===== src/rtl/nibble_serial_subtractor.sv =====
// nibble_serial_subtractor
// Multi-cycle unsigned subtractor: D = A - B computed one 4-bit nibble per
// clock, LSB nibble first, through a single reused 4-bit add stage
// (A + ~B + carry). A start/busy/done handshake talks to the controlling FSM.
// WIDTH must be a multiple of 4 and at least 4.
// Optional feature macro: SUB_OVERFLOW_FLAG_EN adds the signed overflow
// output ovf, updated together with D.

module nibble_serial_subtractor #(
   parameter int WIDTH = 8
) (
   input  logic             clk,
   input  logic             reset,
   input  logic             start,
   input  logic [WIDTH-1:0] A,
   input  logic [WIDTH-1:0] B,
   output logic             busy,
   output logic             done,
   output logic [WIDTH-1:0] D,
   output logic             borrow,
`ifdef SUB_OVERFLOW_FLAG_EN
   output logic             zero,
   output logic             ovf
`else
   output logic             zero
`endif
);

   localparam int NIB  = WIDTH / 4;
   localparam int IDXW = (NIB > 1) ? $clog2(NIB) : 1;
   localparam logic [IDXW-1:0] IDX_ONE  = IDXW'(1);
   localparam logic [IDXW-1:0] IDX_LAST = IDXW'(NIB - 1);

   typedef enum logic [1:0] {
      IDLE,
      RUN,
      DONE
   } state_t;

   state_t           r_state;
   logic [WIDTH-1:0] r_opA;
   logic [WIDTH-1:0] r_opB;
   logic [WIDTH-1:0] r_shadow;
   logic [IDXW-1:0]  r_idx;
   logic             r_carry;
   logic             r_busy;
   logic             r_done;
   logic [WIDTH-1:0] r_d;
   logic             r_borrow;
   logic             r_zero;
`ifdef SUB_OVERFLOW_FLAG_EN
   logic             r_ovf;
`endif

   logic [3:0]       w_aNib;
   logic [3:0]       w_bNib;
   logic [4:0]       w_sum;
   logic [WIDTH-1:0] w_result;
   logic             w_accept;
   logic             w_lastNib;

   // Pick the nibble pair currently addressed by the nibble index
   always_comb begin
      w_aNib = 4'h0;
      w_bNib = 4'h0;
      for (int i = 0; i < NIB; i++) begin
         if (r_idx == IDXW'(i)) begin
            w_aNib = r_opA[i*4 +: 4];
            w_bNib = r_opB[i*4 +: 4];
         end
      end
   end

   // The one shared 4-bit stage: subtraction as A + ~B + carry-in
   always_comb begin
      w_sum = {1'b0, w_aNib} + {1'b0, ~w_bNib} + {4'b0000, r_carry};
   end

   // Shadow result with the nibble being produced this cycle already merged in,
   // so the final edge can publish the complete difference in one step
   always_comb begin
      w_result = r_shadow;
      for (int i = 0; i < NIB; i++) begin
         if (r_idx == IDXW'(i)) begin
            w_result[i*4 +: 4] = w_sum[3:0];
         end
      end
   end

   assign w_accept  = start && ((r_state == IDLE) || (r_state == DONE));
   assign w_lastNib = (r_idx == IDX_LAST);

   // Control FSM, operand capture, nibble stepping and registered results
   always_ff @(posedge clk or posedge reset) begin
      if (reset) begin
         r_state  <= IDLE;
         r_opA    <= '0;
         r_opB    <= '0;
         r_shadow <= '0;
         r_idx    <= '0;
         r_carry  <= 1'b0;
         r_busy   <= 1'b0;
         r_done   <= 1'b0;
         r_d      <= '0;
         r_borrow <= 1'b0;
         r_zero   <= 1'b0;
`ifdef SUB_OVERFLOW_FLAG_EN
         r_ovf    <= 1'b0;
`endif
      end else begin
         case (r_state)
            IDLE, DONE: begin
               r_done <= 1'b0;
               if (w_accept) begin
                  r_opA    <= A;
                  r_opB    <= B;
                  r_shadow <= '0;
                  r_idx    <= '0;
                  r_carry  <= 1'b1;
                  r_busy   <= 1'b1;
                  r_state  <= RUN;
               end else begin
                  r_busy  <= 1'b0;
                  r_state <= IDLE;
               end
            end
            RUN: begin
               r_shadow <= w_result;
               r_carry  <= w_sum[4];
               r_idx    <= r_idx + IDX_ONE;
               if (w_lastNib) begin
                  r_d      <= w_result;
                  r_borrow <= ~w_sum[4];
                  r_zero   <= (w_result == '0);
`ifdef SUB_OVERFLOW_FLAG_EN
                  r_ovf    <= (r_opA[WIDTH-1] != r_opB[WIDTH-1]) &&
                              (w_result[WIDTH-1] != r_opA[WIDTH-1]);
`endif
                  r_busy   <= 1'b0;
                  r_done   <= 1'b1;
                  r_state  <= DONE;
               end
            end
            default: begin
               r_busy  <= 1'b0;
               r_done  <= 1'b0;
               r_state <= IDLE;
            end
         endcase
      end
   end

   assign busy   = r_busy;
   assign done   = r_done;
   assign D      = r_d;
   assign borrow = r_borrow;
   assign zero   = r_zero;
`ifdef SUB_OVERFLOW_FLAG_EN
   assign ovf    = r_ovf;
`endif

endmodule


===== config.mk =====
export PLATFORM = sky130hd
export DESIGN_NAME = nibble_serial_subtractor
export DESIGN_NICKNAME = d
export VERILOG_FILES = /design/src/rtl/nibble_serial_subtractor.sv
export SDC_FILE = /design/constraint.sdc
export NUM_CORES = 1
export LEC_CHECK = 0
export CORE_ASPECT_RATIO = 1.5
export CORE_MARGIN = 8
export CORE_UTILIZATION = 50
export DETAILED_ROUTE_END_ITERATION = 10
export PLACE_DENSITY = 0.78
export SLEW_MARGIN = 20
export SYNTH_ARGS = -nofsm -noshare
export SYNTH_HDL_FRONTEND = slang
export SYNTH_SLANG_ARGS = --single-unit
export TNS_END_PERCENT = 50

===== constraint.sdc =====
create_clock -name clk -period 2.6 [get_ports clk]
set_input_delay 0.52 -clock clk [delete_from_list [all_inputs] [get_ports clk]]
set_output_delay 0.52 -clock clk [all_outputs]
set_load 0.005 [all_outputs]

# Word level (Yosys, flattened, before mapping)
# Cells that the tools add are included.
[word_totals] register_bits=40 inputBits=19 output_inout_bits=12 wordCells=47
[classes] n_reduce_logical=9 mux=18 addsub=3 bitwise_logic=2 n_eq_ne=4
[op_table] op="4-bit two-way mux" n=4
[op_table] op="8-bit one-hot mux with 2 select lines" n=1
[op_table] op="8-bit zero test" n=1
[op_table] op="8-bit two-way mux" n=1
[op_table] op="1-bit two-way mux" n=7
[op_table] op="1-bit one-hot mux with 2 select lines" n=3
[op_table] op="2-bit AND reduction" n=3
[op_table] op="4-bit by 4-bit adder with 5-bit output" n=1
[op_table] op="5-bit by 1-bit adder with 5-bit output" n=1
[op_table] op="2-bit inequality test, second input constant" n=2
[op_table] op="4-bit NOT" n=1
[op_table] op="2-bit one-hot mux with 2 select lines" n=1
[op_table] op="2-bit by 1-bit == test with 1-bit output, second input constant" n=1
[op_table] op="2-bit == test, second input constant" n=1
[op_table] op="2-bit zero test" n=1
[op_table] op="2-bit two-way mux" n=1
[op_table] op="2-bit nonzero test" n=1
[op_table] op="2-bit OR reduction" n=1
[op_table] op="1-bit adder, second input constant" n=1
[op_table] op="1-bit logical AND" n=1
[op_table] op="1-bit logical OR" n=1
[op_table] op="1-bit NOT" n=1

# Depth between registers and ports, before layout
[depth] ltp_word=6 depth_mapped=7 depth_no_buf=6

# Worst setup path after synthesis
# No wires, ideal clock.
[synth_timing] path_kind="reg-to-reg" startpoint="reg r_idx" endpoint="reg r_d[6] (netlist: D[6])" synth_period_minus_slack_ns=2.266 t_required_ns=2.482 t_arrival_ns=2.148 path_buffers=1 setup_ns=0.118 path_stages_with_launch=8 setup_slack_ns=0.334 cell_sequence="dfrtp_1 buf_4 mux2_2 fa_1 fa_1 xnor2_1 nor2_1 a21o_1"
[synth_between] elab_chain_cells=5 word_cells_on_any_way=7 cone_classes="2 x add/sub; 3 x mux; 1 x bitwise; 1 x reduce/logical"
[synth_lines] item="start, declared" line_no="44" rtl="logic [IDXW-1:0] r_idx;"
[synth_lines] item="start signal, assigned" line_no="130" rtl="r_idx <= r_idx + IDX_ONE;"
[synth_lines] item="4-bit two-way mux" line_no="67" rtl="if (r_idx == IDXW'(i)) begin"
[synth_lines] item="4-bit NOT" line_no="76" rtl="w_sum = {1'b0, w_aNib} + {1'b0, ~w_bNib} + {4'b0000, r_carry};"
[synth_lines] item="4-bit by 4-bit adder with 5-bit output" line_no="76"
[synth_lines] item="5-bit by 1-bit adder with 5-bit output" line_no="76"
[synth_lines] item="4-bit two-way mux" line_no="84" rtl="if (r_idx == IDXW'(i)) begin"
[synth_lines] item="end signal, assigned" line_no="132" rtl="r_d <= w_result;"
[synth_lines] item="end, declared" line_no="48" rtl="logic [WIDTH-1:0] r_d;"
# Parallel ways exist; a longest one is shown, timed or not.
# A chain may end at the register's enable or synchronous reset.

# Worst setup path in the final report
[layout_timing] startpoint="reg r_idx" endpoint="reg r_zero (netlist: zero)"
[layout_between] elab_chain_cells=6 word_cells_on_any_way=9 cone_classes="2 x add/sub; 4 x mux; 1 x bitwise; 2 x reduce/logical"
[layout_lines] item="4-bit two-way mux" line_no="67"
[layout_lines] item="4-bit NOT" line_no="76"
[layout_lines] item="4-bit by 4-bit adder with 5-bit output" line_no="76"
[layout_lines] item="5-bit by 1-bit adder with 5-bit output" line_no="76"
[layout_lines] item="4-bit two-way mux" line_no="84"
[layout_lines] item="8-bit zero test" line_no="134" rtl="r_zero <= (w_result == '0);"
[layout_lines] item="end signal, assigned" line_no="134"
[layout_lines] item="end, declared" line_no="50" rtl="logic r_zero;"
# Parallel ways exist; a longest one is shown, timed or not.

==> out/metrics.cfg <==
[pwr]
switching_power_mw=1.06
combPwrFrac_pct=50.5
pwr-share-seq_pct=34.4
p_clk_share_pct=15.1
intPower_mw=1.71
finalPower_mw=2.78
swShare_pct=38.3
p_leak_nw=0.997
power.density_mw_per_mm2=1390
irDropWorstVdd_mv=0.763

[finish]
drive_gt1_share_pct=10.3
area_growth_pct=27.0
finish.utilization_pct=64.7
final_nets=217
num_antenna_cells=0

[synth]
synth_compound_area_share_pct=6.11
yosysWarningCount=0
synth-seq-cells=35
synth_mux_area_share_pct=6.11
synthFlopType=dfrtp_1
synthAdderAreaFrac_pct=4.92
synth_top_family_by_area=simple AND/OR/NAND/NOR gates
synthXorXnorAreaFrac_pct=1.67
avgSynthCellArea_sq_um=9.80
synth-simple-area-share_pct=21.4
synth.net_count=185
synth.distinct_cells=29
syn_inst=161
yosysSeqAreaShare_pct=55.5
asyncSetResetFlopFracSynth_pct=100
synth_edf_count=0
syn-cell-area_sq_mm=0.00158

[critical_path]
r2r_slack_ps=410
worstSetupPathType=flop to flop
crit_end=zero
worst_r2r_path_depth=7
start_kind=flop
r2r-end=zero
arrival_ps=2410
crit_fanout=10
cp.required_ps=2820
reg2reg_from=r_idx
cp-end-kind=flop
crit_start=r_idx

[routing]
dr.pass1.iters=4
vias=1179
antenna_left=0
via_per_inst=5.04
wl_per_cell_microns=14.0
wl_microns=3280
drtIter0Drc=26
drc=0

[place]
io_buffers=30
pre_cts_ws_ps=430
routabilityCongestion=0.817

[global_routing]
grt_overflow=0
grt_max_degree=36
grt_first_pass_wirelength_microns=5470
grt_usage_pct=14.4
grt_pass1_vias=1283
antenna_found_initial=0

[sta]
setup_viol=0
final.min_clock_period_ps=2190
worst_pin_slew_ps=759
fin_crit_sh_pct=84.3
skew_ps=4.06
slew_headroom_pct=49.4
fmax_mhz=456
hold_viol=0
worst_slack_ps=408
grt_setup_unrepaired=no
maxSlewViolCount=0
tns_ps=0

[floorplan]
dieWidth_microns=61.9
dieArea_sq_mm=0.00525
placementRows=25
coreArea_sq_mm=0.00310
io_pins=31
initial_core_util_pct=50.9
fp.dieH_microns=84.8

[job]
drv_cap=0

[clock_network]
cts_htree_levels=2
root_buffer=clkbuf_8
cts-hold-fix-buffers=0
post_cts_buffers=0
cts_tree=done
clock_latency_ps=290
clockBufferDepth=2
numCtsBuffers=5
clock-sinks=35
clk_pin_slew_worst_paths_ps=60
cts_resized=0

[hold_path]
hp-class=flop to flop

[outcome]
status=finished clean

-- registers in the layout, indices dropped and copies added, names as in the netlist --
| signal | count |
|---|---|
| r_state | 1 |
| D | 8 |
| busy | 1 |
| r_shadow | 4 |
| r_opA | 8 |
| r_carry | 1 |
| borrow | 1 |
| r_idx | 1 |
| zero | 1 |
| done | 1 |
| r_opB | 8 |
-- metrics by stage --
stage,instances,cell area (sq um),hold slack (ps)
6_report,234,2000,473
3_3_place_gp,226,1900,455
2_1_floorplan,161,1580,440
4_1_cts,234,2000,478
3_5_place_dp,226,1900,462
5_1_grt,234,2000,501
-- cell families after synthesis --
group	Yosys count
multiplexers	9
adder cells (fa/ha/maj)	5
AND/OR/NAND/NOR	80
flip-flops	35
XOR/XNOR	3
AO/OA/AOI/OAI	16
buffers and inverters	13
-- cell usage in the layout, fill, tap and decap left out --
master,instances
a21oi_1,2
xor2_1,1
a21o_1,3
o21ai_0,8
a21oi_2,1
and2b_1,1
nor4_1,1
a21bo_2,1
nand3_1,4
mux2_2,5
fa_1,2
nor3_1,1
ha_1,3
xnor2_1,2
dfrtp_1,35
inv_1,4
nand2b_1,2
buf_4,3
nand2_1,65
nand2_4,1
o21ai_1,1
clkbuf_8,7
nor2b_4,1
nand4_1,1
clkinv_2,1
mux2i_1,4
clkbuf_1,1
clkdlybuf4s50_1,30
nor2_1,3
-- cell type report --
| class | count | area (sq um) |
|---|---|---|
| fill | 248 | 1090 |
| sequential | 35 | 876 |
| multi-input combinational | 113 | 634 |
| timing repair buffer | 33 | 323 |
| clock buffer | 8 | 100 |
| tap | 40 | 50.0 |
| inverter | 5 | 20.0 |
-- synth_stat cells, types with 2 or more instances --
cell | n | share of area [%]
a21o_1 | 3 | 1.4
a21oi_1 | 2 | 0.63
buf_2 | 5 | 1.6
dfrtp_1 | 35 | 56
fa_1 | 2 | 2.5
ha_1 | 3 | 2.4
inv_1 | 4 | 0.95
mux2_2 | 5 | 3.6
mux2i_1 | 4 | 2.5
nand2_1 | 65 | 15
nand2b_1 | 2 | 0.79
nand3_1 | 4 | 1.3
nor2_1 | 3 | 0.71
o21ai_0 | 8 | 2.5
xnor2_1 | 2 | 1.1
-- worst max-delay path, stage by stage, from the launching register on --
cell     delay [ps]
dfrtp_1         380
buf_4           190
mux2i_1         150
fa_1            420
fa_1            420
xnor2_1         260
nand4_1         150
o21ai_1         140
-- routing by layer --
metal | vias to the layer above | track usage, % | share of wire [%]
li1 | 574 | - | -
met1 | 558 | 14.3 | 38
met5 | - | 0 | 0
met2 | 36 | 23.6 | 53
met4 | 0 | 10.2 | 3.8
met3 | 11 | 4.89 | 4.9
-- how the worst min path moves through the flow --
| stage | from | to | depth (start not counted) |
|---|---|---|---|
| 2_1_floorplan | r_opA[4] | r_opA[4] | 2 |
| 5_1_grt | D[2] | D[2] | 2 |
| 3_3_place_gp | r_opA[7] | r_opA[7] | 2 |
| 4_1_cts | D[2] | D[2] | 2 |
| 6_report | D[2] | D[2] | 2 |
| 3_5_place_dp | D[2] | D[2] | 2 |
-- power groups by stage --
stage	registers (mW)	logic [mW]	clock network, mW
after floorplan	0.937	0.991	0
after global routing	0.992	1.55	0.459
after CTS	0.954	1.41	0.433
after global placement	0.950	1.34	0
after detailed placement	0.963	1.41	0
final	0.956	1.40	0.420
Power figures use the tool's default switching activity.
